==> src/rtl/weapons_pkg.sv <==
// Shared weapon-subsystem definitions: round-count width, ammo loader states
// and the attack-mode code.
package weapons_pkg;

  localparam int AMMO_W_DEF = 9;

  localparam logic [3:0] ATTACK_MODE_CODE = 4'b0010;

  typedef enum logic [1:0] {
    ST_IDLE  = 2'd0,
    ST_CHECK = 2'd1,
    ST_XFER  = 2'd2,
    ST_DONE  = 2'd3
  } loader_state_e;

endpackage

==> src/rtl/ammo_loader_if.sv <==
// Weapon <-> ammo loader bus: reload request, magazine parameters, depot
// stock loading and the loader status/ammo load outputs.
interface ammo_loader_if #(
  parameter int AMMO_W = weapons_pkg::AMMO_W_DEF
);
  logic              reload_req;
  logic              fire_active;
  logic [AMMO_W-1:0] cur_ammo;
  logic [AMMO_W-1:0] max_ammo;
  logic [AMMO_W-1:0] xfer_rate;
  logic              depot_load;
  logic [AMMO_W-1:0] depot_in;
  logic [AMMO_W-1:0] ammo_out;
  logic              loading;
  logic              busy;
  logic              done;
  logic [AMMO_W-1:0] depot_level;
  logic              error;

  modport master (
    output reload_req, fire_active, cur_ammo, max_ammo, xfer_rate,
           depot_load, depot_in,
    input  ammo_out, loading, busy, done, depot_level, error
  );

  modport slave (
    input  reload_req, fire_active, cur_ammo, max_ammo, xfer_rate,
           depot_load, depot_in,
    output ammo_out, loading, busy, done, depot_level, error
  );
endinterface

==> src/rtl/depot_counter.sv <==
// Depot stock register: overwrite on load, otherwise subtract the transferred
// chunk. Callers never request both in the same cycle.
module depot_counter #(
  parameter int AMMO_W = weapons_pkg::AMMO_W_DEF
) (
  input  logic              clk,
  input  logic              rst,
  input  logic              load,
  input  logic [AMMO_W-1:0] load_val,
  input  logic              sub,
  input  logic [AMMO_W-1:0] sub_val,
  output logic [AMMO_W-1:0] level
);

  always_ff @(posedge clk or posedge rst) begin
    if (rst) begin
      level <= '0;
    end else if (load) begin
      level <= load_val;
    end else if (sub) begin
      level <= level - sub_val;
    end
  end

endmodule

==> src/rtl/ammo_loader.sv <==
// Ammo loader: refills the weapon magazine from the depot in rate-limited
// chunks. Define AMMO_LOADER_AUTO_EN to also start a reload on an empty idle magazine.
module ammo_loader
  import weapons_pkg::*;
#(
  parameter int AMMO_W = AMMO_W_DEF
) (
  input logic         clk,
  input logic         rst,
  ammo_loader_if.slave bus
);

  loader_state_e     state_q, state_d;
  logic [AMMO_W-1:0] acc_q;
  logic [AMMO_W-1:0] ammo_out_q;
  logic              loading_q;
  logic [AMMO_W-1:0] depot_level;
  logic [AMMO_W-1:0] rate_eff, room, chunk, new_acc, new_depot;
  logic              start, xfer_go, depot_wr;

  function automatic logic [AMMO_W-1:0] min3(input logic [AMMO_W-1:0] a,
                                             input logic [AMMO_W-1:0] b,
                                             input logic [AMMO_W-1:0] c);
    logic [AMMO_W-1:0] m;
    m = (a < b) ? a : b;
    return (m < c) ? m : c;
  endfunction

  // Chunk never exceeds remaining room or depot stock, so neither side wraps
  always_comb begin
    rate_eff  = (bus.xfer_rate == '0) ? AMMO_W'(1) : bus.xfer_rate;
    room      = (acc_q < bus.max_ammo) ? (bus.max_ammo - acc_q) : '0;
    chunk     = min3(rate_eff, room, depot_level);
    new_acc   = acc_q + chunk;
    new_depot = depot_level - chunk;
    xfer_go   = (state_q == ST_XFER) && !bus.fire_active;
    depot_wr  = bus.depot_load && (state_q != ST_XFER);
`ifdef AMMO_LOADER_AUTO_EN
    start     = bus.reload_req || ((bus.cur_ammo == '0) && !bus.fire_active);
`else
    start     = bus.reload_req;
`endif
  end

  always_comb begin
    state_d = state_q;
    case (state_q)
      ST_IDLE:  if (start) state_d = ST_CHECK;
      ST_CHECK: begin
        if (acc_q >= bus.max_ammo)   state_d = ST_DONE;
        else if (depot_level == '0)  state_d = ST_IDLE;
        else                         state_d = ST_XFER;
      end
      ST_XFER:  if (xfer_go && ((new_acc == bus.max_ammo) || (new_depot == '0)))
                  state_d = ST_DONE;
      ST_DONE:  state_d = ST_IDLE;
      default:  state_d = ST_IDLE;
    endcase
  end

  always_ff @(posedge clk or posedge rst) begin
    if (rst) begin
      state_q    <= ST_IDLE;
      acc_q      <= '0;
      ammo_out_q <= '0;
      loading_q  <= 1'b0;
    end else begin
      state_q   <= state_d;
      loading_q <= xfer_go;
      if ((state_q == ST_IDLE) && start) begin
        acc_q <= bus.cur_ammo;
      end else if (xfer_go) begin
        acc_q <= new_acc;
      end
      if (xfer_go) begin
        ammo_out_q <= new_acc;
      end
    end
  end

  depot_counter #(.AMMO_W(AMMO_W)) u_depot (
    .clk      (clk),
    .rst      (rst),
    .load     (depot_wr),
    .load_val (bus.depot_in),
    .sub      (xfer_go),
    .sub_val  (chunk),
    .level    (depot_level)
  );

  assign bus.ammo_out    = ammo_out_q;
  assign bus.loading     = loading_q;
  assign bus.busy        = (state_q != ST_IDLE);
  assign bus.done        = (state_q == ST_DONE);
  assign bus.depot_level = depot_level;
  assign bus.error       = (state_q == ST_CHECK) && (acc_q < bus.max_ammo) &&
                           (depot_level == '0);

endmodule

==> src/flat_wrapper.sv <==
// flat-port wrapper written by rule: the top's interface ports become plain ports
module ammo_loader_flat import weapons_pkg::*;
#(
  parameter int AMMO_W = AMMO_W_DEF
)
  (clk, rst, bus_reload_req, bus_fire_active, bus_cur_ammo, bus_max_ammo, bus_xfer_rate, bus_depot_load, bus_depot_in, bus_ammo_out, bus_loading, bus_busy, bus_done, bus_depot_level, bus_error);
  ammo_loader_if #(.AMMO_W(AMMO_W)) bus_i ();
  input logic clk;
  input logic rst;
  input wire logic [$bits(bus_i.reload_req)-1:0] bus_reload_req;
  input wire logic [$bits(bus_i.fire_active)-1:0] bus_fire_active;
  input wire logic [$bits(bus_i.cur_ammo)-1:0] bus_cur_ammo;
  input wire logic [$bits(bus_i.max_ammo)-1:0] bus_max_ammo;
  input wire logic [$bits(bus_i.xfer_rate)-1:0] bus_xfer_rate;
  input wire logic [$bits(bus_i.depot_load)-1:0] bus_depot_load;
  input wire logic [$bits(bus_i.depot_in)-1:0] bus_depot_in;
  output wire logic [$bits(bus_i.ammo_out)-1:0] bus_ammo_out;
  output wire logic [$bits(bus_i.loading)-1:0] bus_loading;
  output wire logic [$bits(bus_i.busy)-1:0] bus_busy;
  output wire logic [$bits(bus_i.done)-1:0] bus_done;
  output wire logic [$bits(bus_i.depot_level)-1:0] bus_depot_level;
  output wire logic [$bits(bus_i.error)-1:0] bus_error;
  assign bus_i.reload_req = bus_reload_req;
  assign bus_i.fire_active = bus_fire_active;
  assign bus_i.cur_ammo = bus_cur_ammo;
  assign bus_i.max_ammo = bus_max_ammo;
  assign bus_i.xfer_rate = bus_xfer_rate;
  assign bus_i.depot_load = bus_depot_load;
  assign bus_i.depot_in = bus_depot_in;
  assign bus_ammo_out = bus_i.ammo_out;
  assign bus_loading = bus_i.loading;
  assign bus_busy = bus_i.busy;
  assign bus_done = bus_i.done;
  assign bus_depot_level = bus_i.depot_level;
  assign bus_error = bus_i.error;
  ammo_loader #(.AMMO_W(AMMO_W)) u_core (.clk(clk), .rst(rst), .bus(bus_i));
endmodule
==> config.mk <==
export PLATFORM = sky130hd
export DESIGN_NAME = ammo_loader_flat
export DESIGN_NICKNAME = d
export VERILOG_FILES = /design/src/rtl/weapons_pkg.sv /design/src/rtl/ammo_loader_if.sv /design/src/rtl/depot_counter.sv /design/src/rtl/ammo_loader.sv /design/src/flat_wrapper.sv
export SDC_FILE = /design/constraint.sdc
export NUM_CORES = 1
export LEC_CHECK = 0
export CAP_MARGIN = 5
export CORE_MARGIN = 2
export CORE_UTILIZATION = 54
export DETAILED_ROUTE_END_ITERATION = 8
export PLACE_DENSITY = 0.81
export SLEW_MARGIN = 15
export SYNTH_ARGS = -nofsm -noshare
export SYNTH_HDL_FRONTEND = slang
export SYNTH_SLANG_ARGS = --single-unit
==> constraint.sdc <==
create_clock -name clk -period 9.25 [get_ports clk]
set_input_delay 2.775 -clock clk [delete_from_list [all_inputs] [get_ports clk]]
set_output_delay 2.775 -clock clk [all_outputs]
set_load 0.01 [all_outputs]
==> results of run 1 <==
[kinds of logic after synthesis]
kind of cell             Yosys count  share of synthesized area (%)
AND/OR/NAND/NOR                  141                           20.5
AO/OA/AOI/OAI                    111                           24.0
buffers and inverters             56                           6.63
adder cells (fa/ha/maj)           46                           18.1
flip-flops                        30                           22.7
XOR/XNOR                          27                           7.16
multiplexers                       3                          0.910
[what timing repair did]
item,4_1_cts
buffers inserted,31
resized for setup,18
pin swaps,29
endpoints found under the setup margin,4
[through the flow]
stage | setup WS, ns | cell area, µm² | TNS [ns]
after floorplan | -0.158 | 3410 | -0.158
after global placement | -0.610 | 4790 | -1.54
after detailed placement | -0.862 | 4790 | -3.23
after CTS | 0.00239 | 5200 | 0
[metal layers]
layer / GRT overflow / GRT usage (%)
met5: 0 / 22.5
met4: 8 / 74.2
met3: 0 / 58.3
met2: 16 / 89.5
met1: 1 / 71.2
==> impl_metrics.ini, run 1 <==
[synth]
yosys_warnings = 0
syn-num-nets = 501
ys_types = 57
synthCells = 414
synth_seq_cells = 30
netlist_top_cells_area = dfrtp_1, ha_1, nand2_1
yosysTopAreaCell = dfrtp_1
ys_async_sr_fraction_pct = 100
synth_ff_type = dfrtp_1
avgSynthCellArea_um2 = 7.97
synth_seq_area_share_pct = 22.7
synth_enable_flop_cells = 0
syn-cell-area_mm2 = 0.00330
synth.most_common_cell = nand2_1
synth_commonest_cells = nand2_1, ha_1, inv_1, nor2_1, dfrtp_1
synth_top_cell_area_share_pct = 22.7

[place]
post-place-cells = 633
portBuffers = 62
gp_congestion = 1.01
place_hpwl_mm = 9.08

[clocking]
clk_path_buf_depth = 2
cts_root_buf = clkbuf_8
cts_hold_buf = 0
htreeDepth = 2
clkSinkCount = 30
cts_buffers = 5

[status]
status = stopped before the end
haltStage = global routing
first-error = [ERROR GRT-0232] Routing congestion too high. Check the congestion heatmap in the GUI.

[global_route]
grt_use_total_pct = 72.8
grt.overflow.total = 25
grt_max_degree = 31

[sta]
worst-endpoint-pin-kind = register data pin
grt-worst-endpoint = u_core.state_q[0]$_DFFE_PP0P_/D

[floorplanning]
num_rows = 28
die_width_um = 82.2
top_level_ports = 63
die_h_um = 82.2
initial_utilization_pct = 55.7
==> inputs of run 2 (changes only) <==
CORE_UTILIZATION = 40   (was 54)
PLACE_DENSITY = not set   (was 0.81)
PLACE_DENSITY_LB_ADDON = 0.15   (was not set)
==> run 2 against run 1 <==
Against the previous run: the flow now finishes, with violations (negative setup slack); area after synthesis is the same; synthesized cell count is the same.
==> impl_metrics.ini, run 2 <==
[status]
status = finished, violations left
violations = negative setup slack

[routing]
dr.pass1.iters = 5
num_vias = 3719
totalWireLength_mm = 11.8
route.detailed.drc = 0
routed_via_density = 5.31
antenna_left = 0
wl_per_cell_um = 16.9
drtIter0Drc = 151

[global_route]
grt.overflow.total = 0
grt_pass1_vias = 3719
antenna_found_initial = 0
grt_pass1_wl_mm = 17.9
grt_max_degree = 31
grt_use_total_pct = 25.8

[setup_path]
crit_path_end = u_core.state_q[0]
crit_path_start = bus_max_ammo[4]
r2r_setup_slack_ns = 1.98
cp.required_ns = 9.47
slowest_delay_ns = 0.55
start_kind = input port
r2r_end = u_core.state_q[0]
cp_common_cell = ha_4
crit_family = compound AO/OA/AOI/OAI gates
arrival_ns = 9.50
worstSetupPathType = input port to register
crit_fanout = 7
crit_path_top_delay_cell = or4_1
worst-path-buf-inv = 4
r2r_start = u_core.acc_q[1]
cp_num_cells = 34
end_kind = register
worst-r2r-cell-count = 35

[cells_and_area]
n_antenna_cell = 0
syn_to_final_growth_pct = 66.8
fillers = 680
layout_common_cells = buf_4, clkdlybuf4s50_1, nand2_1, inv_1, nor2_1
drive_gt1_share_pct = 34.6
nets = 681
design_area_mm2 = 0.00550
fin_cells = 700
final_common_cell = buf_4

[synth]
synth_enable_flop_cells = 0
yosysTopAreaCell = dfrtp_1
synth_ff_type = dfrtp_1
ys_async_sr_fraction_pct = 100
avgSynthCellArea_um2 = 7.97
synthCells = 414
netlist_top_cells_area = dfrtp_1, ha_1, nand2_1
ys_types = 57
syn-num-nets = 501
yosys_warnings = 0
synth_commonest_cells = nand2_1, ha_1, inv_1, nor2_1, dfrtp_1
synth_seq_area_share_pct = 22.7
synth.most_common_cell = nand2_1
synth_seq_cells = 30
syn-cell-area_mm2 = 0.00330
synth_top_cell_area_share_pct = 22.7

[sta]
rsz0062_at_grt = yes
worstMarginPinSlew_ns = 0.846
finalSetupViolCount = 1
fmax_mhz = 108
timing.slew.headroom_pct = 43.4
setup_slack_ns = -0.0293
finalCritPeriodShare_pct = 100
min_period_ns = 9.28
setup_tns_ns = -0.0293
hold_violations = 0
maxSlewViolCount = 0
fin_worst_skew_ns = 0.00700

[clocking]
htreeDepth = 2
cts_root_buf = clkbuf_8
cts_tree = done
clkTransAtPathRegs_ns = 0.08
worstSkewPairLatency_ns = 0.29
cts_hold_buf = 0
cts_buffers = 5
clkSinkCount = 30
clk_path_buf_depth = 2

[run]
cap_violations = 0

[worst_hold_path]
min_from = u_core.bus.ammo_out[0]
hold_path_class = register to register

[place]
placedInstanceArea_mm2 = 0.00486
gp_congestion = 0.930
portBuffers = 62
place_hpwl_mm = 8.99
post-place-cells = 669

[floorplanning]
top_level_ports = 63
core_area_mm2 = 0.00809
die_h_um = 94.8
initial_utilization_pct = 40.8
num_rows = 33
die_width_um = 94.8
die_area_mm2 = 0.00899
==> run 2: final cells by class <==
type / count / area, µm² / share of cell area (%)
multi-input cells: 329 / 2790 / 50.6
repair buffers: 189 / 1590 / 28.9
flip-flops and latches: 30 / 751 / 13.6
inverters: 39 / 149 / 2.71
well taps: 105 / 131 / 2.39
clock buffers: 6 / 82.6 / 1.50
clock inverters: 2 / 12.5 / 0.227
==> run 2: what timing repair did <==
item,4_1_cts,5_1_grt
cloned,0,1
buffers inserted,8,14
setup endpoints to repair,6,8
gates resized for setup,23,54
pin swaps,16,43
==> run 2: worst min path at each step <==
stage | endpoint | slack, ns | cells after the start
global route | u_core.bus.ammo_out[0] | 0.50 | 2
detailed placement | u_core.bus.ammo_out[4] | 0.46 | 2
global placement | u_core.bus.ammo_out[5] | 0.46 | 2
floorplan | u_core.acc_q[0] | 0.48 | 2
finish | u_core.bus.ammo_out[0] | 0.48 | 2
CTS | u_core.bus.ammo_out[0] | 0.49 | 2
==> run 2: through the flow <==
step	hold WS [ns]	utilization [%]	setup WS, ns
6_report	0.482	68.0	-0.0293
4_1_cts	0.487	63.6	0.00431
5_1_grt	0.505	68.0	-0.347
3_3_place_gp	0.462	60.1	-0.692
3_5_place_dp	0.463	60.1	-0.884
2_1_floorplan	0.477	-	-0.158
==> run 2: cell families (layout without fill, tap and decap cells) <==
kind of cell    count (synthesis)  count (layout)  share of synthesized area (%)
compound gates                111             112                           24.0
xor+xnor                       27              27                           7.16
fa+ha+maj                      46              46                           18.1
buf+inv                        56             236                           6.63
flops                          30              30                           22.7
mux                             3               3                          0.910
simple gates                  141             141                           20.5
==> run 2: worst min-delay path: stages, from the launching register on <==
cell and delay [ns]:
dfrtp_1 0.35, nand2_1 0.05, nand2_1 0.06
==> run 2: per-layer routing <==
| layer | wire (µm) | part of all wire (%) | vias up | GRT usage [%] |
|---|---|---|---|---|
| met3 | 456 | 3.9 | 32 | 3.03 |
| met4 | 322 | 2.7 | 0 | 8.82 |
| met2 | 5810 | 49 | 113 | 44.6 |
| li1 | - | - | 1830 | - |
| met5 | 0 | 0 | - | 0 |
| met1 | 5220 | 44 | 1744 | 33.4 |
Power of run 2 is left out: the tool's default activity adds up to more than one toggle a clock period on the data nets, which glitch-free logic cannot reach.
